<file path="src/rtl/inst_fetch.sv">
// Instruction fetch stage: drives instruction-memory requests, holds the fetched word for decode, tracks the PC.
// Optional FETCH_ALIGN_CHECK_EN adds a sticky fetch_err and halts on a misaligned redirect target.
module inst_fetch (
   input  logic        clk,
   input  logic        reset,
   input  logic        redirect,
   input  logic [31:0] redirect_pc,
   output logic        imem_req,
   output logic [31:0] imem_addr,
   input  logic        imem_ack,
   input  logic [31:0] imem_rdata,
   output logic [31:0] inst,
   output logic [5:0]  opCode,
   output logic        inst_valid,
   input  logic        inst_ready,
   output logic [31:0] pc,
   output logic [31:0] pc_plus4
`ifdef FETCH_ALIGN_CHECK_EN
   ,
   output logic        fetch_err
`endif
);

   typedef enum logic [1:0] {
      IDLE,
      REQ,
      HOLD,
      DISCARD
   } fetchState_t;

   fetchState_t state;
   logic [31:0] targetPc;

`ifdef FETCH_ALIGN_CHECK_EN
   logic        redirectBad;

   assign targetPc    = redirect_pc;
   assign redirectBad = redirect && (redirect_pc[1:0] != 2'b00);
`else
   // Word-aligned fetch only: the low target bits are dropped rather than trapped.
   logic        unusedPcLsbs;

   assign targetPc     = {redirect_pc[31:2], 2'b00};
   assign unusedPcLsbs = ^redirect_pc[1:0];
`endif

   assign imem_addr = pc;
   assign pc_plus4  = pc + 32'd4;
   assign opCode    = inst[31:26];

   // NOTE: non-blocking assignments so every register updates from pre-edge values.
   always_ff @(posedge clk) begin
      if (!reset) begin
         state      <= IDLE;
         pc         <= '0;
         inst       <= '0;
         inst_valid <= 1'b0;
         imem_req   <= 1'b0;
`ifdef FETCH_ALIGN_CHECK_EN
         fetch_err  <= 1'b0;
`endif
      end
`ifdef FETCH_ALIGN_CHECK_EN
      else if (fetch_err || redirectBad) begin
         fetch_err  <= 1'b1;
         state      <= IDLE;
         inst_valid <= 1'b0;
         imem_req   <= 1'b0;
      end
`endif
      else begin
         case (state)
            IDLE: begin
               if (redirect)
                  pc <= targetPc;
               state    <= REQ;
               imem_req <= 1'b1;
            end

            REQ: begin
               if (redirect) begin
                  // An ack in the same cycle belongs to the old PC; without one it is still owed.
                  pc       <= targetPc;
                  state    <= imem_ack ? REQ : DISCARD;
                  imem_req <= imem_ack;
               end else if (imem_ack) begin
                  inst       <= imem_rdata;
                  inst_valid <= 1'b1;
                  state      <= HOLD;
                  imem_req   <= 1'b0;
               end
            end

            HOLD: begin
               if (redirect || inst_ready) begin
                  pc         <= redirect ? targetPc : pc_plus4;
                  inst_valid <= 1'b0;
                  state      <= REQ;
                  imem_req   <= 1'b1;
               end
            end

            DISCARD: begin
               if (redirect)
                  pc <= targetPc;
               if (imem_ack) begin
                  state    <= REQ;
                  imem_req <= 1'b1;
               end
            end

            default: begin
               state    <= IDLE;
               imem_req <= 1'b0;
            end
         endcase
      end
   end

endmodule
</file>
<file path="config.mk">
export PLATFORM = sky130hd
export DESIGN_NAME = inst_fetch
export DESIGN_NICKNAME = d
export VERILOG_FILES = /design/src/rtl/inst_fetch.sv
export SDC_FILE = /design/constraint.sdc
export NUM_CORES = 1
export LEC_CHECK = 0
export BUFFER_PORTS_ARGS = -buffer_cell sky130_fd_sc_hd__buf_4
export CAP_MARGIN = 10
export CORE_MARGIN = 1.5
export CORE_UTILIZATION = 46
export DETAILED_ROUTE_END_ITERATION = 12
export GPL_TIMING_DRIVEN = 0
export PLACE_DENSITY = 0.92
export SYNTH_ARGS = -nofsm -noshare
export SYNTH_HDL_FRONTEND = slang
export SYNTH_SLANG_ARGS = --single-unit
</file>
<file path="constraint.sdc">
create_clock -name clk -period 2.39 [get_ports clk]
set_input_delay 0.239 -clock clk [delete_from_list [all_inputs] [get_ports clk]]
set_output_delay 0.239 -clock clk [all_outputs]
set_load 0.05 [all_outputs]
</file>
==> results of run 1 <==
-- state kept, by name, summed over array words and instances, names as in the netlist --
signal      cells
imem_addr      30
imem_req        1
inst_valid      1
inst           32
state           2
-- worst max-delay path: stages (launching register included) --
cell and delay [ps]:
dfxtp_4 370, ha_4 130, nand4_1 210, or4_4 490
buf_8 160, clkbuf_16 160, nor3_4 200, xor2_4 160
buf_6 170
-- cells in the mapped netlist (all sizes together), types with 2 or more instances --
cell	instances	share of area [%]
nand3	12	1.7
dfxtp	66	34
a41oi	2	0.45
nor3	20	2.6
nor2	14	1.3
nand3b	2	0.38
nand2	91	8.8
a311oi	4	0.90
and3	6	0.96
xnor2	11	2.5
nor2b	5	0.80
or4	11	2.1
nor4	16	2.6
o21ai	30	3.8
a21o	2	0.38
buf	46	8.6
nand2b	3	0.48
inv	5	0.48
nand4	15	2.4
nor3b	3	0.58
or3	3	0.48
a31oi	11	1.8
a211oi	2	0.38
a32oi	2	0.45
o31ai	9	1.7
o31a	3	0.67
clkbuf	34	3.3
and4	6	1.3
a21oi	44	5.6
and2	4	0.64
o21a	3	0.58
xor2	20	4.5
-- per-layer routing --
metal,track usage (%),vias to the layer above
li1,-,2258
met1,37.7,2383
met2,55.9,444
met3,7.74,97
met4,17.2,0
met5,0,-
-- kinds of logic after synthesis --
family                   after synthesis
adder cells (fa/ha/maj)                1
AND/OR/NAND/NOR                      216
XOR/XNOR                              31
AO/OA/AOI/OAI                        117
buffers and inverters                 85
other                                  1
flip-flops                            66
multiplexers                           1
-- power groups by stage --
stage	clock, mW	sequential (mW)	combinational [mW]
6_report	1.01	1.28	1.13
4_1_cts	0.997	1.27	1.11
3_3_place_gp	0	1.28	1.09
2_1_floorplan	0	1.46	0.565
3_5_place_dp	0	1.29	1.10
5_1_grt	1.07	1.29	1.18
-- final cells by class --
type                       count  area (um2)
buffer                        74         490
clock buffer                   9         124
clock inverter                 7        81.3
fill                         532        1750
inverter                       5        18.8
multi-input combinational    372        2540
sequential                    66        1390
tap                          105         131
timing repair buffer         220        1690
-- worst paths after layout --
path                            slack, ps  cells past startpoint       endpoint           from
worst min register to register        460                      2        inst[4]        inst[4]
worst max-delay path                 -240                      8   pc_plus4[22]   imem_addr[3]
worst min-delay path                  130                      3        inst[1]  imem_rdata[1]
worst max register to register        140                      7  imem_addr[20]   imem_addr[3]
-- what timing repair did --
action	in CTS	in global routing
setup buffers	14	9
cloned	1	0
endpoints found under the setup margin	20	21
pin swaps	7	7
gates resized for setup	40	23
endpoints found under the hold margin	0	0
==> impl_metrics.env, run 1 <==
export IMPL_worstSetupPathType="flip-flop to output pin"
export IMPL_p_per_area_nw_per_um2=529
export IMPL_antenna_found_initial=0
export IMPL_power_total_mw=3.43
export IMPL_wirelength_mm=15.6
export IMPL_route_antenna_remaining_nets=0
export IMPL_grt_use_total_pct=32.7
export IMPL_setup_tns_final_ps=-1340
export IMPL_syn_mean_instance_area_um2=7.53
export IMPL_p_clk_share_pct=29.6
export IMPL_synth_distinct_cells=48
export IMPL_fin_cells=858
export IMPL_place_hpwl_mm=10.4
export IMPL_htree_num_levels=3
export IMPL_syn_area_um2=3900
export IMPL_required_ps=2150
export IMPL_tightest_slew_ps=1010
export IMPL_io_pins=205
export IMPL_vias=5182
export IMPL_synth_compound_area_share_pct=17.9
export IMPL_worstPathArrival_ps=2390
export IMPL_diodes=0
export IMPL_final_area_um2=6470
export IMPL_start_util_pct=47.5
export IMPL_switching_share_pct=40.0
export IMPL_cts_tree="done"
export IMPL_status="finished, violations left"
export IMPL_die_y_um=95.1
export IMPL_drc=0
export IMPL_overflow=0
export IMPL_hold_buffers=0
export IMPL_fin_hold_ws_ps=128
export IMPL_drv_cap=0
export IMPL_finalHoldViolCount=0
export IMPL_power_frac_comb_pct=33.1
export IMPL_wl_per_cell_um=18.2
export IMPL_cts_made_buffers=9
export IMPL_max_freq_mhz=380
export IMPL_pre_cts_slack_ps=-172
export IMPL_yosysWarnings=0
export IMPL_via_per_inst=6.04
export IMPL_synth_simple_area_share_pct=28.2
export IMPL_cts_path_max_buffers=2
export IMPL_hold_path_class="input pin to flip-flop"
export IMPL_layout_drive_gt1_share_pct=47.4
export IMPL_final_common_cell="buf_4"
export IMPL_synthAdderAreaFrac_pct=0.321
export IMPL_syn_inst=518
export IMPL_synthXorXnorAreaFrac_pct=6.96
export IMPL_area_growth_pct=65.8
export IMPL_synth_edf_count=0
export IMPL_port_buffers=196
export IMPL_core_area_um2=8220
export IMPL_first_global_vias=4899
export IMPL_layout_nets=818
export IMPL_rows=33
export IMPL_dr_max_layer_used="met4"
export IMPL_gp_congestion=0.973
export IMPL_setup_viol=8
export IMPL_placed_area_um2=5870
export IMPL_final_cell_mix="buf_4, nand2_1, a21oi_1"
export IMPL_dr_first_iter_drc_count=724
export IMPL_post_route_min_period_ps=2630
export IMPL_endpoint_kind="output pin"
export IMPL_fin_crit_sh_pct=110
export IMPL_clk_latency_ps=350
export IMPL_fin_ws_ps=-243
export IMPL_internal_power_mw=2.06
export IMPL_slew_viol_final=0
export IMPL_grt_pass1_wl_mm=23.2
export IMPL_synth_top_family_by_area="simple AND/OR/NAND/NOR gates"
export IMPL_die_area_um2=9040
export IMPL_violations="negative setup slack"
export IMPL_final_util_pct=78.7
export IMPL_wl_met3_mm=1.75
export IMPL_cts_clk_slew_worst_paths_ps=90
export IMPL_grt_max_degree=15
export IMPL_die_width_um=95.1
export IMPL_cts_root_buf="clkbuf_8"
export IMPL_switchingPower_mw=1.37
export IMPL_ys_seq_area_share_pct=33.9
export IMPL_critical_path_max_fanout=6
export IMPL_firstDrtPassIters=8
export IMPL_relSlewSlack_pct=32.5
export IMPL_wl_met1_mm=5.30
export IMPL_rsz0062_at_grt="yes"
export IMPL_met2WireLength_mm=7.86
export IMPL_startpoint_type="flip-flop"
export IMPL_ys_async_sr_fraction_pct=0
export IMPL_p_leak_nw=2.86
export IMPL_dp_cells=824
export IMPL_ir_drop_v=0.000501
export IMPL_fin_skew_ps=9.52
export IMPL_synthMuxAreaShare_pct=0.256
export IMPL_synth_main_ff_cell="dfxtp_1"
export IMPL_seq_power_share_pct=37.3
export IMPL_ys_ff_latch=66
export IMPL_clock_sinks=66
Note: power is estimated with default switching activity, not from simulation.
==> inputs of run 2 (changes only) <==
ABC_AREA = 1   (was unset)
CORE_UTILIZATION = 45   (was 46)
PLACE_DENSITY = 0.91   (was 0.92)
==> run 2 against run 1 <==
The run now ends clean. Largest power group unchanged. Worst hold slack worse by 21 ps. Non-clock buffer count is 37 lower. Combinational power is 12% higher. Synthesized area is 2.5% lower. Synthesized cell count stayed put. Clock power is 20% higher.
==> impl_metrics.env, run 2 <==
export IMPL_overflow=0
export IMPL_r2r_end="imem_addr[30]"
export IMPL_die_area_um2=9010
export IMPL_die_width_um=94.9
export IMPL_place_hpwl_mm=9.84
export IMPL_setup_viol=0
export IMPL_cts_clk_slew_worst_paths_ps=80
export IMPL_syn_area_um2=3800
export IMPL_firstDrtPassIters=5
export IMPL_fin_skew_ps=9.36
export IMPL_layout_drive_gt1_share_pct=43.9
export IMPL_synth_compound_area_share_pct=16.2
export IMPL_fin_crit_sh_pct=96.1
export IMPL_r2r_slack_ps=640
export IMPL_synth_area_top_cells="dfxtp_1, nor2_1, buf_4"
export IMPL_port_buffers=195
export IMPL_final_cell_mix="buf_4, nor2_1, nand2_1"
export IMPL_clk_latency_ps=350
export IMPL_hold_start="imem_rdata[1]"
export IMPL_dr_first_iter_drc_count=224
export IMPL_wirelength_mm=12.6
export IMPL_rsz0062_at_grt="no"
export IMPL_antenna_found_initial=0
export IMPL_final_area_um2=5790
export IMPL_required_ps=2150
export IMPL_layout_nets=799
export IMPL_grt_pass1_wl_mm=19.4
export IMPL_hold_path_class="input pin to flip-flop"
export IMPL_area_growth_pct=52.3
export IMPL_grt_use_total_pct=27.9
export IMPL_synth_commonest_cells="nor2_1, nand2_1, dfxtp_1"
export IMPL_synth_simple_area_share_pct=27.7
export IMPL_p_per_area_nw_per_um2=647
export IMPL_cts_root_buf="clkbuf_8"
export IMPL_power_frac_comb_pct=33.5
export IMPL_min_to="inst[1]"
export IMPL_largest_register="inst"
export IMPL_cts_made_buffers=9
export IMPL_synth_edf_count=0
export IMPL_io_pins=205
export IMPL_synthAdderAreaFrac_pct=0.329
export IMPL_drv_cap=0
export IMPL_r2r_cells=11
export IMPL_drc=0
export IMPL_cts_path_max_buffers=2
export IMPL_switching_share_pct=38.7
export IMPL_synth_top_cell_area_share_pct=34.7
export IMPL_largest_register_ff_count=32
export IMPL_htree_num_levels=3
export IMPL_setup_tns_final_ps=0
export IMPL_switchingPower_mw=1.45
export IMPL_wl_per_cell_um=15.1
export IMPL_relSlewSlack_pct=58.9
export IMPL_status="finished, final reports clean"
export IMPL_p_clk_share_pct=32.3
export IMPL_rows=33
export IMPL_start_util_pct=46.3
export IMPL_clock_sinks=66
export IMPL_grt_max_degree=14
export IMPL_yosysTopAreaCell="dfxtp_1"
export IMPL_internal_power_mw=2.30
export IMPL_post_cts_setup_buffers=0
export IMPL_ys_ff_latch=66
export IMPL_vias=4285
export IMPL_core_area_um2=8220
export IMPL_diodes=0
export IMPL_synthXorXnorAreaFrac_pct=5.13
export IMPL_worstSetupPathType="flip-flop to output pin"
export IMPL_ys_async_sr_fraction_pct=0
export IMPL_synth_distinct_cells=42
export IMPL_hold_buffers=0
export IMPL_synth_most_common_cell="nor2_1"
export IMPL_placed_area_um2=5540
export IMPL_post_route_min_period_ps=2300
export IMPL_syn_inst=518
export IMPL_startpoint_type="flip-flop"
export IMPL_syn_mean_instance_area_um2=7.34
export IMPL_cts_tree="done"
export IMPL_die_y_um=94.9
export IMPL_yosysWarnings=0
export IMPL_p_leak_nw=2.98
export IMPL_ir_drop_v=0.000432
export IMPL_synthMuxAreaShare_pct=0.263
export IMPL_critical_path_max_fanout=6
export IMPL_r2r_start="imem_addr[3]"
export IMPL_first_global_vias=4086
export IMPL_final_common_cell="buf_4"
export IMPL_worstPathArrival_ps=2060
export IMPL_via_per_inst=5.11
export IMPL_synth_main_ff_cell="dfxtp_1"
export IMPL_endpoint_kind="output pin"
export IMPL_route_antenna_remaining_nets=0
export IMPL_max_freq_mhz=435
export IMPL_tightest_slew_ps=616
export IMPL_synth_top_family_by_area="simple AND/OR/NAND/NOR gates"
export IMPL_gp_congestion=0.956
export IMPL_finalHoldViolCount=0
export IMPL_slew_viol_final=0
export IMPL_min_path_cells=3
export IMPL_ys_seq_area_share_pct=34.7
export IMPL_seq_power_share_pct=34.2
## run 2: cell count changes in the layout (fill, tap and decap cells not counted), sizes merged, moves of 18 or more
cell	previous run	this run
nor2	14	115
inv	9	51
a21oi	44	8
o221ai	0	24
buf	266	247
clkbuf	37	19
## run 2: cell families (layout without fill, tap and decap cells)
family,after synthesis,in the layout
AOI/OAI and AO/OA,95,95
adders and majority gates,1,1
and+or+nand+nor,224,224
buffers and inverters,112,323
other,1,6
muxes,1,1
xor gates and xnor gates,18,18
DFF,66,66
## run 2: worst max-delay path by stage
| stage | start | to | slack (ps) | cells past startpoint |
|---|---|---|---|---|
| detailed placement | imem_addr[2] | pc_plus4[28] | 370 | 7 |
| finish | imem_addr[4] | pc_plus4[23] | 90 | 7 |
| CTS | imem_addr[2] | pc_plus4[28] | 60 | 7 |
| floorplan | imem_addr[3] | imem_addr[24] | 90 | 10 |
| global placement | imem_addr[2] | pc_plus4[28] | 400 | 7 |
| global route | imem_addr[3] | pc_plus4[30] | 4 | 9 |
## run 2: critical path, stage by stage, from the launching register on
cell	delay [ps]
dfxtp_1	490
nand2_1	150
nor2_4	170
nand2_2	120
nor2_4	260
nand2_2	130
xnor2_4	170
buf_4	220
## run 2: timing repair
action / CTS / global route
endpoints found under the setup margin: 1 / 3
resized for setup: 1 / 3
cloned: 0 / 0
endpoints found under the hold margin: 0 / 0
## run 2: power by group through the flow
stage                     logic, mW  clock network, mW  registers (mW)
after global placement         1.24                  0            1.30
after global routing           1.32               1.25            1.29
after floorplan               0.619                  0            1.53
after detailed placement       1.26                  0            1.30
after CTS                      1.26               1.21            1.28
final                          1.26               1.21            1.28
## run 2: cell type report
cell class	instances	area (um2)
buffer	62	403
multi-input combinational	345	2030
timing repair buffer	195	1460
fill	648	2420
clock buffer	9	124
clock inverter	7	125
inverter	50	191
tap	105	131
sequential	66	1330
## run 2: routing by layer
metal	track usage (%)	part of all wire [%]	up-vias
met5	0	0	-
met4	10.4	2.0	0
met3	6.52	9.1	20
met2	49.5	50	214
met1	32.2	39	1997
li1	-	-	2054
## run 2: through the flow
stage / worst slack (ps) / total power, mW / utilization, % / instances / hold slack, ps
floorplan: 92.7 / 2.15 / - / 523 / 374
global placement: 396 / 2.54 / 67.4 / 823 / 460
detailed placement: 371 / 2.56 / 67.4 / 823 / 469
CTS: 57.2 / 3.75 / 70.5 / 839 / 102
global route: 4.48 / 3.87 / 70.5 / 839 / 104
finish: 93.7 / 3.75 / 70.5 / 839 / 107
==> inputs of run 3 (changes only) <==
CORE_MARGIN = 2   (was 1.5)
==> run 3 against run 2 <==
Final cell count unchanged. Via count down 1.4%. Utilization down 0.88 points. First-iteration DRC count up 21%. Total power down 8.8%. Clock power down 27%. Critical path depth up 1. Sequential share of layout area up 0.25 points. Worst hold slack better by 1.5 ps. Sequential power about the same. Highest routed layer unchanged.
==> impl_metrics.env, run 3 (synthesized netlist as in run 2, its figures left out) <==
export IMPL_p_leak_nw=2.94
export IMPL_overflow=0
export IMPL_grt_max_degree=14
export IMPL_setup_viol=0
export IMPL_relSlewSlack_pct=62.0
export IMPL_p_per_area_nw_per_um2=598
export IMPL_r2r_slack_ps=660
export IMPL_tightest_slew_ps=570
export IMPL_rsz0062_at_grt="no"
export IMPL_crit_chain="ha_1, nand3_2, nor2_4, nand2_1, nor2_1, nand2_1, nand2_1, buf_4"
export IMPL_endpoint_kind="output pin"
export IMPL_place_hpwl_mm=9.86
export IMPL_route_antenna_remaining_nets=0
export IMPL_wirelength_mm=12.6
export IMPL_setup_tns_final_ps=0
export IMPL_clock_sinks=66
export IMPL_layout_nets=799
export IMPL_required_ps=2150
export IMPL_hold_start="imem_rdata[11]"
export IMPL_power_total_mw=3.42
export IMPL_die_y_um=95.9
export IMPL_post_route_min_period_ps=2270
export IMPL_cts_made_buffers=9
export IMPL_crit_start="imem_addr[2]"
export IMPL_area_growth_pct=50.4
export IMPL_fin_crit_sh_pct=95.1
export IMPL_vias=4225
export IMPL_io_pins=205
export IMPL_ir_drop_v=0.000473
export IMPL_core_area_um2=8220
export IMPL_r2r_start="imem_addr[14]"
export IMPL_post_cts_setup_buffers=0
export IMPL_status="finished, final reports clean"
export IMPL_path_buf_inv=1
export IMPL_fin_hold_ws_ps=108
export IMPL_dr_first_iter_drc_count=271
export IMPL_final_cell_mix="buf_4, nor2_1, nand2_1"
export IMPL_fin_ws_ps=117
export IMPL_cts_root_buf="clkbuf_8"
export IMPL_pre_cts_slack_ps=310
export IMPL_diodes=0
export IMPL_clk_latency_ps=350
export IMPL_max_stage_delay_ps=420
export IMPL_first_global_vias=4029
export IMPL_switchingPower_mw=1.44
export IMPL_internal_power_mw=1.98
export IMPL_largest_register_ff_count=32
export IMPL_fin_cells=839
export IMPL_wl_per_cell_um=15.1
export IMPL_final_util_pct=69.6
export IMPL_slowest_stage="dfxtp_2"
export IMPL_firstDrtPassIters=5
export IMPL_die_area_um2=9200
export IMPL_cts_tree="done"
export IMPL_worstPathArrival_ps=2030
export IMPL_finalHoldViolCount=0
export IMPL_gp_congestion=0.931
export IMPL_port_buffers=195
export IMPL_p_clk_share_pct=25.7
export IMPL_grt_use_total_pct=27.2
export IMPL_final_area_um2=5720
export IMPL_layout_drive_gt1_share_pct=44.0
export IMPL_max_freq_mhz=440
export IMPL_hold_path_class="input pin to flip-flop"
export IMPL_cts_clk_slew_worst_paths_ps=90
export IMPL_min_to="inst[11]"
export IMPL_placed_area_um2=5540
export IMPL_htree_num_levels=3
export IMPL_r2r_cells=8
export IMPL_worstSetupPathType="flip-flop to output pin"
export IMPL_largest_register="inst"
export IMPL_cts_path_max_buffers=2
export IMPL_critical_path_max_fanout=6
export IMPL_dp_cells=823
export IMPL_slew_viol_final=0
export IMPL_fin_skew_ps=10.0
export IMPL_cp_num_cells=8
export IMPL_final_common_cell="buf_4"
export IMPL_startpoint_type="flip-flop"
export IMPL_crit_top_cell="nand2_1"
export IMPL_r2r_end="imem_addr[23]"
export IMPL_die_width_um=95.9
export IMPL_start_util_pct=46.3
export IMPL_grt_pass1_wl_mm=19.2
export IMPL_min_path_cells=3
export IMPL_drv_cap=0
export IMPL_power_frac_comb_pct=36.7
export IMPL_switching_share_pct=42.1
export IMPL_via_per_inst=5.04
export IMPL_drc=0
export IMPL_crit_family="simple AND/OR/NAND/NOR gates"
export IMPL_rows=33
export IMPL_seq_power_share_pct=37.6
export IMPL_hold_buffers=0
export IMPL_antenna_found_initial=0
==> run 3: cell types whose count changed in the layout (fill, tap and decap cells not counted) <==
cell | before | now
dfxtp_2 | 1 | 2
nor2_2 | 7 | 8
clkinv_2 | 0 | 2
clkinvlp_4 | 1 | 2
nor2_1 | 101 | 100
dfxtp_4 | 1 | 0
bufinv_16 | 3 | 0
==> run 3: power groups by stage <==
stage          clock [mW]  sequential [mW]  combinational, mW
4_1_cts             0.889             1.28               1.26
3_3_place_gp            0             1.30               1.24
2_1_floorplan           0             1.53              0.619
6_report            0.878             1.28               1.26
3_5_place_dp            0             1.31               1.26
5_1_grt             0.930             1.30               1.32
==> run 3: cell type report <==
cell class,instances,area (um2)
repair buffers,195,1460
well taps,105,131
flip-flops and latches,66,1320
clock inverters,7,52.6
fillers,670,2500
plain buffers,62,403
inverters,50,191
multi-input cells,345,2030
clock buffers,9,124
==> run 3: timing repair <==
action,in CTS,in global routing
setup endpoints to repair,3,2
cloned,0,0
gates resized for setup,2,2
==> run 3: worst max-delay path by stage <==
stage,endpoint,slack [ps]
after detailed placement,pc_plus4[28],310
after CTS,pc_plus4[28],70
after floorplan,imem_addr[24],90
after global routing,pc_plus4[27],9
after global placement,pc_plus4[28],320
final,pc_plus4[28],120
==> run 3: worst reg2reg max path, cell delays in order (launching register included) <==
cell      delay [ps]
dfxtp_1          550
nand2_2          100
nor2_1           160
nand2_1          120
nor2_4           210
nand2_2          130
xnor2_4          150
o21bai_1         150
inv_1             60
==> run 3: routing by layer <==
| metal | wire length [um] | vias up | global-route usage, % |
|---|---|---|---|
| met2 | 6190 | 236 | 48.3 |
| met5 | 0 | - | 0 |
| met4 | 277 | 0 | 10.2 |
| li1 | - | 2053 | - |
| met3 | 1190 | 23 | 6.03 |
| met1 | 4970 | 1913 | 31.7 |
